## config.mk

```make
export PLATFORM = sky130hd
export DESIGN_NAME = onehot_alu_sequencer
export DESIGN_NICKNAME = d
export VERILOG_FILES = /design/src/rtl/onehot_alu_sequencer.sv
export SDC_FILE = /design/constraint.sdc
export NUM_CORES = 1
export LEC_CHECK = 0
export ABC_CLOCK_PERIOD_IN_PS = 4040
export CELL_PAD_IN_SITES_DETAIL_PLACEMENT = 0
export CELL_PAD_IN_SITES_GLOBAL_PLACEMENT = 1
export CORE_UTILIZATION = 38
export CTS_BUF_LIST = sky130_fd_sc_hd__clkbuf_8 sky130_fd_sc_hd__clkbuf_16
export DETAILED_ROUTE_END_ITERATION = 6
export GPL_TIMING_DRIVEN = 0
export PLACE_DENSITY = 0.9
export SLEW_MARGIN = 40
export SYNTH_ARGS = -nofsm -noshare
export SYNTH_HDL_FRONTEND = slang
export SYNTH_SLANG_ARGS = --single-unit
```

## constraint.sdc

```tcl
create_clock -name clk -period 4.04 [get_ports clk]
set_input_delay 0.606 -clock clk [delete_from_list [all_inputs] [get_ports clk]]
set_output_delay 0.606 -clock clk [all_outputs]
set_load 0.05 [all_outputs]
```

## src/rtl/onehot_alu_sequencer.sv

```systemverilog
// rtl/onehot_alu_sequencer.sv - valid/ready operand/opcode sequencer in front of the one-hot ALU
//
// Collects two one-hot operands over a key handshake, accepts an opcode,
// holds the ALU inputs for SETTLE_CYCLES, then captures and holds the ALU
// result until it is acknowledged.
//
// Optional feature macro: CHAIN_OPERAND_EN (running-total chaining from DONE).
//
// Ports:
//   clk, rst_n               clock, asynchronous active-low reset
//   key_valid, key_onehot    operand offer (one-hot 16-bit)
//   key_ready                operand accepted when key_valid && key_ready
//   start, opc_in            launch request with opcode (WAIT_OP only)
//   alu_inp1/2, alu_opc      registered drive to the one-hot ALU
//   alu_out, alu_ovf         combinational ALU result
//   res_onehot, res_ovf      captured result
//   res_valid, res_ack       result hold / consumer acknowledge
//   busy                     any state except LOAD_A
//   err                      one-cycle pulse on a rejected input
module onehot_alu_sequencer #(
    parameter int SETTLE_CYCLES = 2
) (
    input  logic        clk,
    input  logic        rst_n,
    input  logic        key_valid,
    input  logic [15:0] key_onehot,
    output logic        key_ready,
    input  logic        start,
    input  logic [2:0]  opc_in,
    output logic [15:0] alu_inp1,
    output logic [15:0] alu_inp2,
    output logic [2:0]  alu_opc,
    input  logic [15:0] alu_out,
    input  logic        alu_ovf,
    output logic [15:0] res_onehot,
    output logic        res_ovf,
    output logic        res_valid,
    input  logic        res_ack,
    output logic        busy,
    output logic        err
);

    if (SETTLE_CYCLES < 1 || SETTLE_CYCLES > 15) begin : g_bad_settle
        $error("onehot_alu_sequencer: SETTLE_CYCLES must be within 1..15");
    end

    localparam logic [3:0] LAST_CNT = 4'(SETTLE_CYCLES - 1);

    typedef enum logic [2:0] {
        LOAD_A  = 3'd0,
        LOAD_B  = 3'd1,
        WAIT_OP = 3'd2,
        EXEC    = 3'd3,
        DONE    = 3'd4
    } state_t;

    state_t     state, state_d;
    logic [3:0] cnt, cnt_d;
    logic       err_d;
    logic       load_a, load_b, load_opc, capture, clear_valid, chain;

    // Exactly one bit set: non-zero and clearing the lowest set bit leaves zero.
    function automatic logic is_onehot(input logic [15:0] v);
        return (v != 16'h0000) && ((v & (v - 16'h0001)) == 16'h0000);
    endfunction

    assign key_ready = (state == LOAD_A) || (state == LOAD_B);
    assign busy      = (state != LOAD_A);

    always_comb begin
        state_d     = state;
        cnt_d       = cnt;
        err_d       = 1'b0;
        load_a      = 1'b0;
        load_b      = 1'b0;
        load_opc    = 1'b0;
        capture     = 1'b0;
        clear_valid = 1'b0;
        chain       = 1'b0;
        case (state)
            LOAD_A, LOAD_B: begin
                if (key_valid) begin
                    if (is_onehot(key_onehot)) begin
                        if (state == LOAD_A) begin
                            load_a  = 1'b1;
                            state_d = LOAD_B;
                        end else begin
                            load_b  = 1'b1;
                            state_d = WAIT_OP;
                        end
                    end else begin
                        err_d = 1'b1;
                    end
                end
            end
            WAIT_OP: begin
                if (start) begin
                    if (opc_in != 3'b000) begin
                        load_opc = 1'b1;
                        cnt_d    = 4'd0;
                        state_d  = EXEC;
                    end else begin
                        err_d = 1'b1;
                    end
                end
            end
            EXEC: begin
                if (cnt == LAST_CNT) begin
                    capture = 1'b1;
                    state_d = DONE;
                end else begin
                    cnt_d = cnt + 4'd1;
                end
            end
            DONE: begin
                if (res_ack) begin
                    clear_valid = 1'b1;
                    state_d     = LOAD_A;
`ifdef CHAIN_OPERAND_EN
                    // Running total: the held result becomes operand A.
                    if (start && !key_valid) begin
                        if (is_onehot(res_onehot)) begin
                            chain   = 1'b1;
                            state_d = LOAD_B;
                        end else begin
                            err_d = 1'b1;
                        end
                    end
`endif
                end
            end
            default: state_d = LOAD_A;
        endcase
    end

    always_ff @(posedge clk or negedge rst_n) begin
        if (!rst_n) begin
            state      <= LOAD_A;
            cnt        <= 4'd0;
            err        <= 1'b0;
            alu_inp1   <= 16'h0001;
            alu_inp2   <= 16'h0001;
            alu_opc    <= 3'b000;
            res_onehot <= 16'h0000;
            res_ovf    <= 1'b0;
            res_valid  <= 1'b0;
        end else begin
            state <= state_d;
            cnt   <= cnt_d;
            err   <= err_d;
            if (load_a)
                alu_inp1 <= key_onehot;
            else if (chain)
                alu_inp1 <= res_onehot;
            if (load_b)
                alu_inp2 <= key_onehot;
            if (load_opc)
                alu_opc <= opc_in;
            if (capture) begin
                res_onehot <= alu_out;
                res_ovf    <= alu_ovf;
                res_valid  <= 1'b1;
            end else if (clear_valid) begin
                res_valid <= 1'b0;
            end
        end
    end

endmodule

```

Yosys cells after proc, flatten, opt, wreduce, memory -nomap -nowiden
Index checks and enable logic that the tools add are counted.
W data, S select, Z words.
{"block": "classes", "n_mux": 34, "n_addsub": 2, "n_eq_ne": 12, "bitwise": 1, "reduce_logical": 12}
{"op": "$mux W1", "count": 21}
{"op": "$mux W3", "count": 6}
{"op": "$and A16 B16 Y16", "count": 1}
{"op": "$logic_not A16 Y1", "count": 1}
{"op": "$reduce_bool A16 Y1", "count": 1}
{"op": "$sub A16 B1 Y16 const B", "count": 1}
{"op": "$ne A2 B2 Y1 const B", "count": 7}
{"op": "$mux W4", "count": 3}
{"op": "$pmux W3 S4", "count": 1}
{"op": "$pmux W4 S2", "count": 1}
{"op": "$eq A3 B2 Y1 const B", "count": 2}
{"op": "$reduce_and A6 Y1", "count": 1}
{"op": "$reduce_bool A3 Y1", "count": 2}
{"op": "$add A4 B1 Y4 const B", "count": 1}
{"op": "$eq A4 B1 Y1 const B", "count": 1}
{"op": "$reduce_and A4 Y1", "count": 1}
{"op": "$reduce_bool A2 Y1", "count": 2}
{"op": "$eq A3 B1 Y1 const B", "count": 1}
{"op": "$eq A3 B3 Y1 const B", "count": 1}
{"op": "$logic_not A3 Y1", "count": 1}
{"op": "$mux W2", "count": 1}
{"op": "$pmux W1 S2", "count": 1}
{"op": "$reduce_or A2 Y1", "count": 1}
{"op": "$logic_and A1 B1 Y1", "count": 1}
{"op": "$logic_or A1 B1 Y1", "count": 1}
{"block": "totals", "out_inout_bits": 56, "ff_bits": 61, "word_cells": 70}

Logic depth before layout (Yosys ltp)
{"block": "logic_depth", "word_depth": 7, "ltp_mapped": 8, "mapped_depth_nobuf": 8}

Worst setup path after synthesis
Ideal clock, no wire load.
{"block": "synth_path", "path_kind": "input port to flip-flop", "start": "in key_onehot[0]", "end": "reg alu_inp1[10]", "path_stages": 7, "path_buffers": 1, "t_arrival_ns": 3.061, "path_slack_ns": 0.853, "required_ns": 3.915, "path_cell_list": "or4_4 -> maj3_2 -> o31a_1 -> a2111o_1 -> nor4_4 -> buf_8 -> mux2_4"}
{"block": "synth_between", "elab_chain_cells": 7, "word_cells_on_any_way": 8, "cone_classes": "add/sub: 1; mux: 3; bitwise: 1; reduce/logical: 3"}
{"element": "from (decl)", "line": "26", "source": "input logic [15:0] key_onehot,"}
{"element": "$sub A16 B1 Y16", "line": "64", "source": "return (v != 16'h0000) && ((v & (v - 16'h0001)) == 16'h0000);"}
{"element": "$and A16 B16 Y16", "line": "64"}
{"element": "$logic_not A16 Y1", "line": "64"}
{"element": "$logic_and A1 B1 Y1 *", "line": "64"}
{"element": "$mux W1 *", "line": "83", "source": "if (is_onehot(key_onehot)) begin"}
{"element": "$mux W1 *", "line": "82", "source": "if (key_valid) begin"}
{"element": "$mux W1 *", "line": "80", "source": "case (state)"}
{"element": "to (signal assigned)", "line": "152", "source": "alu_inp1 <= key_onehot;"}
{"element": "to (signal assigned)", "line": "154", "source": "alu_inp1 <= res_onehot;"}
{"element": "to (decl)", "line": "30", "source": "output logic [15:0] alu_inp1,"}
Mark *: on every way between the ends. The rest lies on a longest branch, timed or not.
A chain may end at the register's enable or synchronous reset.

Worst setup path in the final report
{"block": "layout_path", "start": "in key_onehot[0]", "end": "reg alu_inp1[11]"}
Same word-level chain as after synthesis.

==> impl_metrics.tcl <==
set metrics [dict create \
    min_period_ps 3630 \
    area.growth.synth_to_final_pct 47.7 \
    cts_tree "built" \
    drt_first_pass_iters 4 \
    instances_no_fill 412 \
    clkTransAtPathRegs_ps 70 \
    syn-num-nets 247 \
    yosys_register_bits 61 \
    ant_nets 0 \
    drive_gt1_share_pct 24.1 \
    vias 1993 \
    maxCapViolCount 0 \
    r2r_slack_ps 1860 \
    root_buffer "clkbuf_8" \
    core_um2 6870 \
    place_congestion 0.727 \
    grt_pass1_wl_um 9980 \
    wl_met1_um 2680 \
    p_int_mw 1.00 \
    fin_nets 355 \
    post_cts_buffers 0 \
    worst-path-max-fanout 10 \
    dr_wl_met2_um 2860 \
    drt-total-wl_um 6050 \
    synth_top_area_share_pct 54.3 \
    grt.total_usage_pct 17.5 \
    port_buffers 96 \
    place_inst 397 \
    setup_violations 0 \
    rsz0062_at_grt "false" \
    hold_viol_final 0 \
    clkSinkCount 61 \
    maxSlewHeadroom_pct 60.7 \
    crit_arrival_ps 3850 \
    final_max_slew_viol_count 0 \
    p_sw_share_pct 23.9 \
    outcome "completed" \
    fmax_mhz 276 \
    worst_ir_drop_vdd_v 0.000196 \
    num_rows 30 \
    die_h_um 86.6 \
    grt_max_degree 33 \
    finalCritPeriodShare_pct 89.8 \
    antenna_cells 0 \
    clock_path_buffers 2 \
    combPwrFrac_pct 10.9 \
    drc 0 \
    fin_skew_ps 6.09 \
    post_cts_resized 0 \
    ys_top_cells_by_area "dfrtp_1 54%, mux2_2 16%, mux2_4 5.5%" \
    worst-setup-path-type "in2reg" \
    powerDensity_nw_per_um2 327 \
    grt_overflow 0 \
    first_iter_violations 62 \
    dieArea_um2 7500 \
    avgSynthCellArea_um2 13.3 \
    numCtsBuffers 9 \
    final_common_cell "clkdlybuf4s50_1" \
    min_path_type "in2async" \
    start_util_pct 39.6 \
    hold_slack_ps 206 \
    wl_per_cell_um 14.7 \
    yosys_warnings 0 \
    endpoint_kind "flip-flop" \
    worstPathRequired_ps 4260 \
    die_w_um 86.6 \
    layout_common_cells "95 x clkdlybuf4s50_1, 59 x dfrtp_1, 39 x mux2_2, 17 x nand2_1" \
    p_leak_nw 1.73 \
    p_sw_mw 0.314 \
    reg2reg_from "cnt[0]" \
    reg2reg_to "res_onehot[9]" \
    post-route-util_pct 58.5 \
    dr_wl_met3_um 443 \
    worst_pin_slew_ps 585 \
    pwr-share-clk_pct 41.3 \
    yosysSeqAreaShare_pct 56.2 \
    yosys.area.top_type "dfrtp_1" \
    seqPwrFrac_pct 47.8 \
    ff2ff_path_depth 6 \
    vias_per_cell 4.84 \
    antenna_found_initial 0 \
    setup_tns_ps 0 \
    netlist_area_um2 2720 \
    start_kind "input pin" \
    cts_hold_buffers 0 \
    highest_layer "met4" \
    ys_types 43 \
    ios 97 \
    grt_pass1_vias 2076 \
    clk_latency_ps 330 \
    htree_levels 3 \
    synth_cells 204 \
    place_hpwl_um 4520 \
]
[Yosys cell counts]
master	count
buf_8	1
nand3_1	3
maj3_2	1
xnor2_1	1
or2_2	1
o31ai_1	1
clkbuf_1	3
nor2_1	11
dfstp_2	2
a221oi_1	1
nor2b_1	1
o221ai_1	1
o311ai_0	1
a2111oi_4	1
ha_1	2
o31a_1	1
and2_1	3
nand4b_1	1
nor4_4	1
nand4b_2	1
o21ai_0	9
nor3b_1	2
or2_0	1
and3_1	1
a31oi_1	1
inv_1	6
nand3b_1	1
a2111oi_0	1
a2111o_1	2
a211oi_1	2
or4_4	1
or4_1	1
dfrtp_1	59
nand4bb_1	1
mux2_2	39
xor2_1	2
buf_2	1
nand2_1	17
or3_1	3
mux2i_1	1
o22ai_1	1
mux2_4	10
nor3_1	4
[flip-flops by register name (all words and copies together) (netlist names)]
name	flops
state	3
err	1
alu_inp2	16
res_valid	1
res_ovf	1
alu_opc	3
res_onehot	16
alu_inp1	16
cnt	4
[power by group through the flow]
stage / Clock [mW] / Sequential, mW / Combinational, mW
6_report: 0.543 / 0.628 / 0.144
5_1_grt: 0.582 / 0.629 / 0.155
4_1_cts: 0.557 / 0.628 / 0.146
3_5_place_dp: 0 / 0.639 / 0.145
3_3_place_gp: 0 / 0.639 / 0.141
2_1_floorplan: 0 / 0.673 / 0.0235
[stage by stage]
stage          worst slack (ps)  total power [mW]  cell area, µm²
3_5_place_dp               40.0             0.784            3820
3_3_place_gp               84.8             0.780            3800
2_1_floorplan               853             0.696            2720
5_1_grt                     264              1.37            4020
4_1_cts                     407              1.33            4020
6_report                    412              1.32            4020
[worst max-delay path by stage]
stage                              from            to  slack, ps  cells past startpoint
after CTS                 key_onehot[0]  alu_inp1[11]        410                      8
after global placement    key_onehot[0]   alu_inp1[7]         80                      8
after floorplan           key_onehot[0]  alu_inp1[10]        850                      7
after global routing      key_onehot[0]  alu_inp1[13]        260                      8
final                     key_onehot[0]  alu_inp1[11]        410                      8
after detailed placement  key_onehot[0]   alu_inp1[9]         40                      8
[layer usage]
metal,vias to the layer above,global-route usage [%]
met3,5,6.19
met1,975,22.1
li1,952,-
met4,0,8.18
met2,61,27.1
met5,-,0
[cells by family (layout without fill, tap and decap cells)]
kind of cell               Yosys count  after routing  synth area share (%)
DFF                                 61             61                  56.2
AOI/OAI and AO/OA                   22             22                  6.40
buffers and inverters               11            123                  1.98
muxes                               50             50                  22.0
adders and majority gates            3              3                  1.33
and+or+nand+nor                     54             54                  11.0
xor gates and xnor gates             3              3                 0.967
[critical path, stage by stage]
cell             delay [ps]
clkdlybuf4s50_1         500
or4_4                   610
maj3_2                  320
o31a_1                  300
a2111o_1                430
nor4_4                  530
buf_8                   240
mux2_4                  310
[layout make-up]
class	instances	area, µm²
Buffer	5	31.3
Clock buffer	11	151
Clock inverter	4	47.5
Inverter	6	22.5
Timing Repair Buffer	97	978
Tap cell	96	120
Fill cell	569	2850
Sequential cell	61	1530
Multi-Input combinational cell	132	1140
Note: power is estimated with default switching activity, not from simulation.
